## src/rtl/ucode_loader.sv

```systemverilog
// Boot-time loader for the writable control store: assembles microinstruction words
// from a byte stream, writes them sequentially, then releases the microsequencer.
module ucode_loader #(
  parameter int ADDR_WIDTH = 13,
  parameter int WORD_WIDTH = 48,
  parameter int BYTE_COUNT = 6,
  parameter int WORD_COUNT = 8192
) (
  input  logic                  clock,
  input  logic                  reset,
  input  logic                  in_valid,
  input  logic [7:0]            in_data,
  output logic                  in_ready,
  input  logic                  reload,
  output logic                  store_write,
  output logic [ADDR_WIDTH-1:0] store_addr,
  output logic [WORD_WIDTH-1:0] store_data,
  output logic                  seq_notReset,
  output logic                  done,
  output logic [7:0]            checksum
);

  localparam int CNT_W = (BYTE_COUNT > 1) ? $clog2(BYTE_COUNT) : 1;
  localparam int WIDE  = BYTE_COUNT * 8;
  localparam logic [CNT_W-1:0]      LAST_BYTE = CNT_W'(BYTE_COUNT - 1);
  localparam logic [ADDR_WIDTH-1:0] LAST_ADDR = ADDR_WIDTH'(WORD_COUNT - 1);

  typedef enum logic [1:0] {LOAD, WRITE, RUN} state_t;

  state_t                state, state_next;
  logic [CNT_W-1:0]      byte_cnt;
  logic [ADDR_WIDTH-1:0] word_addr;
  logic [WORD_WIDTH-1:0] asm_reg, asm_next, byte_mask, byte_ins;
  logic [7:0]            sum_reg;
  logic [CNT_W+2:0]      shamt;
  logic                  accept;

  assign accept = in_valid && in_ready;

  // Little-endian byte insertion; the cast to WORD_WIDTH drops bits above the word.
  assign shamt     = {byte_cnt, 3'b000};
  assign byte_mask = WORD_WIDTH'(WIDE'(8'hFF) << shamt);
  assign byte_ins  = WORD_WIDTH'(WIDE'(in_data) << shamt);
  assign asm_next  = (asm_reg & ~byte_mask) | byte_ins;

  always_comb begin
    state_next   = state;
    in_ready     = 1'b0;
    store_write  = 1'b0;
    seq_notReset = 1'b0;
    case (state)
      LOAD: begin
        in_ready = 1'b1;
        if (in_valid && byte_cnt == LAST_BYTE)
          state_next = WRITE;
      end
      WRITE: begin
        store_write = 1'b1;
        state_next  = (word_addr == LAST_ADDR) ? RUN : LOAD;
      end
      RUN: begin
        seq_notReset = 1'b1;
        if (reload)
          state_next = LOAD;
      end
      default: state_next = LOAD;
    endcase
  end

  always_ff @(posedge clock) begin
    if (reset) begin
      state     <= LOAD;
      byte_cnt  <= '0;
      word_addr <= '0;
      asm_reg   <= '0;
      sum_reg   <= '0;
    end else begin
      state <= state_next;
      case (state)
        LOAD: begin
          if (accept) begin
            asm_reg  <= asm_next;
            sum_reg  <= sum_reg + in_data;
            byte_cnt <= (byte_cnt == LAST_BYTE) ? '0 : byte_cnt + CNT_W'(1);
          end
        end
        WRITE: begin
          if (word_addr != LAST_ADDR)
            word_addr <= word_addr + ADDR_WIDTH'(1);
        end
        RUN: begin
          // A reload restarts the whole load from address zero.
          if (reload) begin
            byte_cnt  <= '0;
            word_addr <= '0;
            asm_reg   <= '0;
            sum_reg   <= '0;
          end
        end
        default: ;
      endcase
    end
  end

  assign store_addr = word_addr;
  assign store_data = asm_reg;
  assign checksum   = sum_reg;
  assign done       = seq_notReset;

endmodule

```

## config.mk

```make
export PLATFORM = sky130hd
export DESIGN_NAME = ucode_loader
export DESIGN_NICKNAME = d
export VERILOG_FILES = /design/src/rtl/ucode_loader.sv
export SDC_FILE = /design/constraint.sdc
export NUM_CORES = 1
export LEC_CHECK = 0
export ABC_CLOCK_PERIOD_IN_PS = 2700
export CORE_ASPECT_RATIO = 1.2
export CORE_UTILIZATION = 35
export DETAILED_ROUTE_END_ITERATION = 7
export DONT_BUFFER_PORTS = 1
export GPL_TIMING_DRIVEN = 0
export PLACE_DENSITY_LB_ADDON = 0.15
export SETUP_SLACK_MARGIN = 0.3
export SYNTH_ARGS = -nofsm -noshare
export SYNTH_HDL_FRONTEND = slang
export SYNTH_SLANG_ARGS = --single-unit
```

## constraint.sdc

```tcl
create_clock -name clock -period 2.7 [get_ports clock]
set_clock_uncertainty 0.05 [all_clocks]
set_input_delay 0.54 -clock clock [delete_from_list [all_inputs] [get_ports clock]]
set_output_delay 0.54 -clock clock [all_outputs]
set_load 0.05 [all_outputs]
```

# [Word-level counts from Yosys, hierarchy flattened]
# Cells that the tools add are included.
[totals] register_bits=74 input_bits=12 output_inout_bits=73
[op_classes] addsub=3 n_eq_ne=9 n_shift=2 n_mux=20 bitwise_logic=3 n_reduce_logical=8
[op_table] op="2-to-1 mux 48 bit" count=2
[op_table] op="case mux 48 bit (2 select lines)" count=1
[op_table] op="AND 48 bit" count=1
[op_table] op="inverter 48 bit" count=1
[op_table] op="bitwise OR 48 bit" count=1
[op_table] op="left shift 8 x 6 -> 48 bit" count=1
[op_table] op="left shift 8 x 6 -> 48 bit (first input constant)" count=1
[op_table] op="2-to-1 mux 13 bit" count=2
[op_table] op="case mux 13 bit (2 select lines)" count=1
[op_table] op="2-to-1 mux 8 bit" count=2
[op_table] op="case mux 8 bit (2 select lines)" count=1
[op_table] op="adder 13 x 1 -> 13 bit (second input constant)" count=1
[op_table] op="== test 13 bit (second input constant)" count=1
[op_table] op="!= test 13 bit (second input constant)" count=1
[op_table] op="2-to-1 mux 3 bit" count=3
[op_table] op="adder 8 bit" count=1
[op_table] op="!= test 2 bit (second input constant)" count=4
[op_table] op="2-to-1 mux 2 bit" count=3
[op_table] op="case mux 2 bit (3 select lines)" count=1
[op_table] op="case mux 3 bit (2 select lines)" count=1
[op_table] op="AND reduction 3 bit" count=2
[op_table] op="nonzero test 2 bit" count=2
[op_table] op="adder 3 x 1 -> 3 bit (second input constant)" count=1
[op_table] op="== test 3 bit (second input constant)" count=1
[op_table] op="other kinds (6)" count=9

# [Longest topological paths before layout]
# Gate-level depths: netlist (run 1).
[depth] depth_word=6 ltp_mapped=7 depth_no_buf=7

# [Worst setup path after synthesis (run 1)]
# Ideal clock, no wire load.
[synth_timing] path_type="register -> register" startpoint="reg state[0]" endpoint="reg word_addr[3] (netlist: store_addr[3])" setup_ps=145 arrival_ps=2042 path_slack_ps=463 stages_incl_launch_ff=6 cell_sequence="dfxtp_1 clkbuf_1 nor2b_1 nand2_1 o211ai_1 o41ai_1"
[synth_between] elab_chain_len=3 elab_cells_between_ends=7 cone_classes="eq/ne: 4; mux: 1; reduce/logical: 2"
[synth_lines] item="start: declaration" line_no="30" text="state_t state, state_next;"
[synth_lines] item="start signal: assignment" line_no="78" text="state <= state_next;"
[synth_lines] item="== test 2 x 1 -> 1 bit / == test 2 bit (equally long branches)" line_no="79" text="case (state)"
[synth_lines] item="!= test 2 bit (no line) / nonzero test 2 bit (equally long branches)"
[synth_lines] item="AND reduction 3 bit (no line)"
[synth_lines] item="end signal: assignment" line_no="89" text="word_addr <= word_addr + ADDR_WIDTH'(1);"
[synth_lines] item="end: declaration" line_no="32" text="logic [ADDR_WIDTH-1:0] word_addr;"
# Several ways; a longest one is shown, not always the timed one.
# A chain may end at the register's enable or synchronous reset.

# [Final worst setup path (run 1)]
[layout_timing] startpoint="reg word_addr[1] (netlist: store_addr[1])" endpoint="reg word_addr[10] (netlist: store_addr[10])"
[layout_between] elab_chain_len=3 elab_cells_between_ends=6 cone_classes="add/sub: 1; eq/ne: 2; mux: 2; reduce/logical: 1"
[layout_lines] item="adder 13 x 1 -> 13 bit / != test 13 bit (equally long branches)" line_no="89, 88"
[layout_lines] item="2-to-1 mux 13 bit / != test 2 bit (equally long branches)"
[layout_lines] item="case mux 13 bit (2 select lines) / AND reduction 3 bit (equally long branches)"
# Several ways; a longest one is shown, not always the timed one. The select of a mux whose other input is x is not followed.

==> summary.txt, run 1 <==
Route
  • Vias: 2698
  • WL/cell: 17.9 µm
  • Initial DRC Count: ~130
  • DR DRC count: 0
  • Final wirelength: ~9000 µm
  • DR vias/cell: 5.48
  • First-pass DRT Iterations: 4
  • Antenna viol nets, final: 0

Synth
  • Sequential fraction of the synthesis area: 0.459
  • Avg Synthesized Cell Area: 9.04 µm²
  • Cell count after synthesis: about 360
  • Post-synth EDFFs: 0
  • Synth async-reset ratio: 0
  • Distinct cell type count after synthesis: 51
  • #FFs+latches synth: 74
  • Mapped cell area: 3230 µm²
  • Synth Net Count: between 300 and 400
  • Top FF cell, synth: dfxtp_1
  • Yosys warns: 0

Placed design
  • GPL Wtd Cong: 0.832
  • Post-detail-place hpwl: 6230 µm
  • IO Port Bufs: 0
  • Post-placement setup slack: 2.48 ps
  • Cells after DPL: 477

CTS
  • Setup bufs post-CTS: 0
  • Clock root buffer: clkbuf_8
  • Num CTS Buffers: 9
  • CTS max path bufs: 2
  • Clock Sinks: 74
  • H-tree lvl count: 3
  • Worst-Skew Late Latency: 360 ps
  • CTS tree: built
  • Clock slew at reported path FFs: 80 ps

Worst setup path
  • Arr. time, crit path: ~2500 ps
  • Critical path depth: 6
  • CP delay by family, top: flip-flops
  • Crit path kind: register to register
  • Crit end category: register
  • Data required, critical path: between 2000 and 3000 ps
  • Crit-path cells: ha_1, nand2_1, or4_4, a211oi_2, o21ai_1, o31ai_1
  • Slowest CP cell: dfxtp_1
  • Critical Path Start Type: register
  • Crit path buffers/inverters: 0
  • Crit-path max FO: 6
  • CP max stage delay: 690 ps
  • Worst r2r path cells: 6

Die
  • Die width: 89.6 µm
  • Die height: 107 µm
  • Num rows: 38
  • Io pins: 85
  • Full die area: between 9000 and 10000 µm²
  • Core area: 8990 µm²
  • Initial core utilization: 0.359

Final layout
  • Nets: 390
  • Layout cell share with drive strength beyond 1: 0.110
  • Core Util, Final: 0.403
  • Post-route insts no fill: 492
  • FILL cells: 889
  • Synth-to-Final Area Change: 12.2%
  • Antenna Cells: 0

Job
  • Max_cap viols: 0

Timing
  • Fin crit share: 0.846
  • Setup_tns: 0 ps
  • Worst-Margin Slew: around 700 ps
  • Final hold violations: 0
  • Max Clk Rate: 0.438 GHz
  • Rel. slew slack: 0.534
  • Clock period minus worst slack: 2290 ps
  • Final Setup Violations: 0
  • Final Max Tran Viols: 0
  • RSZ-0062 raised after global routing: no
  • Final worst slack: 414 ps

Power
  • Pleak: 1.26 nW
  • Max VDD drop: approximately 0.00029 V
  • Pwr Density: 650 nW/µm²

Min path
  • Tightest Hold Check Type: input port to register
  • Hold depth: 2

Run status
  • Status: completed

Global route
  • Largest net degree at the start of global routing: 13
  • Total GRT Usage: 0.199
  • First-pass GRT wire length: 13900 µm
  • Gr ovfl total: 0
  • Initial antenna violation count: 0
  • Vias in the first global route: 2605
[state kept, by name, indices dropped and copies added (netlist names)]
signal,flops
store_data,48
store_addr,13
checksum,8
byte_cnt,3
state,2
[metrics by stage]
step           hold WS, ps  area (µm²)  total power [mW]
2_1_floorplan          566        3230              1.46
4_1_cts                267        3580              2.38
6_report               279        3620              2.35
3_3_place_gp           607        3380              1.51
3_5_place_dp           624        3380              1.51
5_1_grt                267        3620              2.47
[placed cells by master, fill, tap and decap left out, types with 6 or more instances in the layout]
cell type  instances
nor3_1             6
mux2i_1           10
nand2_1           16
o21ai_1            6
dfxtp_1           68
nor2_1            64
and2_1             6
clkbuf_1          12
clkbuf_8          10
ha_1               9
dfxtp_2            6
a22oi_1           44
nand3_1           11
a21oi_1           15
o21ai_0           11
[per-layer routing]
| layer | GRT usage | share of wire |
|---|---|---|
| met1 | 0.249 | 0.43 |
| met2 | 0.316 | 0.49 |
| met3 | 0.0585 | 0.067 |
| met4 | 0.0816 | 0.013 |
| met5 | 0 | 0 |
[timing repair]
action	CTS	global route
resized for setup	7	11
setup endpoints to repair	49	43
hold buffers	0	0
[worst paths after layout]
kind                                startpoint             end  slack [ps]
worst max-delay path             store_addr[1]  store_addr[10]         410
worst max register to register   store_addr[1]  store_addr[10]         410
worst min-delay path                in_data[6]  store_data[22]         280
worst min register to register  store_addr[11]  store_addr[11]         590
[cells by family after synthesis]
group | Yosys count | synth area share
xor gates and xnor gates | 6 | 0.0163
adders and majority gates | 10 | 0.0411
buffers and inverters | 25 | 0.0337
DFF | 74 | 0.459
and+or+nand+nor | 137 | 0.218
AOI/OAI and AO/OA | 94 | 0.197
muxes | 11 | 0.0345
[report_power, final]
part | internal [mW] | switching (mW) | total (mW)
clock network | 0.449 | 0.420 | 0.869
registers | 1.13 | 0.149 | 1.27
logic | 0.0849 | 0.126 | 0.210
total | 1.66 | 0.694 | 2.35
[area by class of cell]
class                           instances  area [µm²]  share of cell area
Inverter                                6        26.3             0.00726
Clock buffer                           11         141              0.0391
Tap cell                              120         150              0.0415
Clock inverter                          4        51.3              0.0142
Buffer                                 19        95.1              0.0263
Sequential cell                        74        1490               0.411
Multi-Input combinational cell        258        1670               0.460
[synthesized netlist by cell type (2+ instances only)]
library cell  instances  area, µm²
ha_1                  9        113
nand3_1              11       55.1
inv_1                 6       22.5
buf_2                 3       15.0
and2_1                6       37.5
dfxtp_1              74       1480
clkbuf_1             12       45.0
o21ai_1               7       35.0
or2_2                 2       12.5
nand2_1              16       60.1
nor4_1                2       12.5
nor3_1                6       30.0
xor2_1                3       26.3
xnor2_1               3       26.3
nor3b_1               3       22.5
nor2b_1               2       12.5
and3_1                2       12.5
o21ai_0              11       55.1
or4_1                 2       15.0
a211oi_1              2       15.0
o211ai_1              5       37.5
nor2_1               65        244
nand4_1               4       25.0
buf_1                 2       7.51
a21oi_1              15       75.1
a22oi_1              44        330
a31oi_1               2       12.5
nand2b_1              6       37.5
mux2i_1              10        100
(Power assumes the default switching activity.)
==> inputs of run 2 (changes only) <==
--- a/config.mk
+++ b/config.mk
@@ -5,7 +5,7 @@
 export SDC_FILE = /design/constraint.sdc
 export NUM_CORES = 1
 export LEC_CHECK = 0
-export ABC_CLOCK_PERIOD_IN_PS = 2700
+export ABC_CLOCK_PERIOD_IN_PS = 1900
 export CORE_ASPECT_RATIO = 1.2
 export CORE_UTILIZATION = 35
 export DETAILED_ROUTE_END_ITERATION = 7
==> constraint.sdc (replaced) <==
create_clock -name clock -period 1.9 [get_ports clock]
set_clock_uncertainty 0.05 [all_clocks]
set_input_delay 0.38 -clock clock [delete_from_list [all_inputs] [get_ports clock]]
set_output_delay 0.38 -clock clock [all_outputs]
set_load 0.05 [all_outputs]
==> run 2 against run 1 <==
The flow now finishes with violations (negative setup slack). Worst setup slack worse by 480 ps. Sequential power is 42% higher. Die area stayed put. Total power is 43% higher. Register-to-register slack worse by 410 ps. Sequential cell count stayed put. Sequential share of layout area is 5.9 points lower. Global-route usage is 1.1 points higher. Cell area is 21% higher. Worst hold slack worse by 160 ps. Critical path type is now register to output port. Critical endpoint is now seq_notReset. Largest cell class unchanged. Largest power group unchanged.
==> summary.txt, run 2 (synthesis results as in run 1) <==
Placed design
  • Post-detail-place hpwl: roughly 6300 µm
  • Post-placement setup slack: -131 ps
  • DP Area: 3630 µm²
  • IO Port Bufs: 0
  • GPL Wtd Cong: 0.767

Route
  • Antenna viol nets, final: 0
  • Initial DRC Count: 122
  • DR DRC count: 0
  • Final wirelength: 9640 µm
  • DR vias/cell: 5.46
  • First-pass DRT Iterations: 4
  • WL/cell: 18.4 µm
  • Vias: 2859

Final layout
  • Nets: around 420
  • Cell area after layout: 4390 µm²
  • Most common cell after layout, fill and taps aside: nor2_1
  • Layout cell share with drive strength beyond 1: 0.364
  • Sequential cell area: 1550 µm²
  • Area of the multi-input gates: ~2000 µm²
  • Commonest non-fill, non-tap cells in the layout: nor2_1 (63), dfxtp_1 (53), a22oi_1 (28)
  • Max reg flops: 48
  • FILL cells: between 800 and 900
  • Synth-to-Final Area Change: 36.2%
  • Antenna Cells: 0

Worst setup path
  • Crit end category: output port
  • Crit path kind: register to output port
  • Crit-path max FO: 7
  • Data required, critical path: ~1500 ps
  • Arr. time, crit path: 1540 ps
  • Critical Path Start Type: register

Die
  • Initial core utilization: 0.359
  • Die height: 107 µm
  • Io pins: 85
  • Core area: approximately 9000 µm²
  • Full die area: about 9600 µm²
  • Die width: 89.6 µm
  • Num rows: 38

CTS
  • CTS max path bufs: 2
  • Clock Sinks: 74
  • Worst-Skew Late Latency: 350 ps
  • Clock root buffer: clkbuf_8
  • Post-CTS Hold Buffers: 0
  • CTS tree: built
  • Clock slew at reported path FFs: 80 ps
  • H-tree lvl count: 3
  • Num CTS Buffers: 9

Power
  • Max VDD drop: ~0.00046 V
  • Pleak: 1.52 nW
  • Pwr Density: about 770 nW/µm²

Timing
  • Final worst slack: -69.8 ps
  • Setup_tns: -123 ps
  • Final hold violations: 0
  • Clock period minus worst slack: 1970 ps
  • Rel. slew slack: 0.588
  • Worst-Margin Slew: 617 ps
  • RSZ-0062 raised after global routing: yes
  • Max Clk Rate: between 0.5 and 0.6 GHz
  • Final Max Tran Viols: 0
  • Final Setup Violations: 3
  • Fin crit share: 1.04

Global route
  • Gr ovfl total: 0
  • Initial antenna violation count: 0
  • Largest net degree at the start of global routing: 13
  • Vias in the first global route: 2814
  • First-pass GRT wire length: 14800 µm
  • Total GRT Usage: 0.210

Job
  • Max_cap viols: 0

Run status
  • Failing checks: negative setup slack
  • Status: complete, but fails checks

Min path
  • Tightest Hold Check Type: input port to register
run 2: cell types whose count changed in the layout (fill, tap and decap cells not counted), sizes merged:
| cell | previous run | this run |
|---|---|---|
| buf | 8 | 40 |
| bufinv | 1 | 0 |
| clkinv | 1 | 2 |
| clkinvlp | 2 | 1 |
| inv | 6 | 7 |
run 2: repair_timing:
| action | in CTS | in global routing |
|---|---|---|
| pin swaps | 22 | 33 |
| gates cloned | 1 | 0 |
| endpoints found under the hold margin | 0 | 0 |
| endpoints found under the setup margin | 78 | 77 |
| resized for setup | 38 | 40 |
| setup buffers | 20 | 10 |
run 2: final cells by class:
cell class,instances,area share
sequential,74,0.353
inverter,6,0.00598
buffer,19,0.0313
clock inverter,4,0.00513
clock buffer,12,0.0356
tap,120,0.0342
timing repair buffer,31,0.0706
multi-input combinational,258,0.464
run 2: path summary, 6_finish.rpt:
kind / cells after the start / from / to / slack (ps)
worst max-delay path: 4 / state[0] / seq_notReset / -70
worst min-delay path: 2 / in_data[6] / store_data[6] / 120
worst max register to register: 7 / state[0] / checksum[7] / 0
worst min register to register: 2 / store_addr[5] / store_addr[5] / 530
run 2: per-layer routing:
metal,global-route usage,vias up,routed length [µm]
met5,0,-,0
met4,0.0714,0,138
met3,0.0770,11,657
met2,0.352,85,4980
met1,0.243,1382,3860
li1,-,1381,-
run 2: power breakdown:
part,total (mW),switching [mW],internal [mW]
sequential,1.80,0.217,1.58
clock,1.16,0.603,0.552
combinational,0.415,0.220,0.195
run 2: stage by stage:
stage               power [mW]   util  hold slack (ps)  cells
finish                    3.37  0.489              117    524
global route              3.52  0.489             93.0    524
CTS                       3.35  0.460              110    514
detailed placement        2.16  0.404              489    477
global placement          2.15  0.404              481    477
floorplan                 2.08      -              477    357
run 2: critical path, stage by stage (launching register included):
cell        delay, ps
dfxtp_2           330
buf_8              90
nand2b_4          120
clkinvlp_4        350
buf_8             290
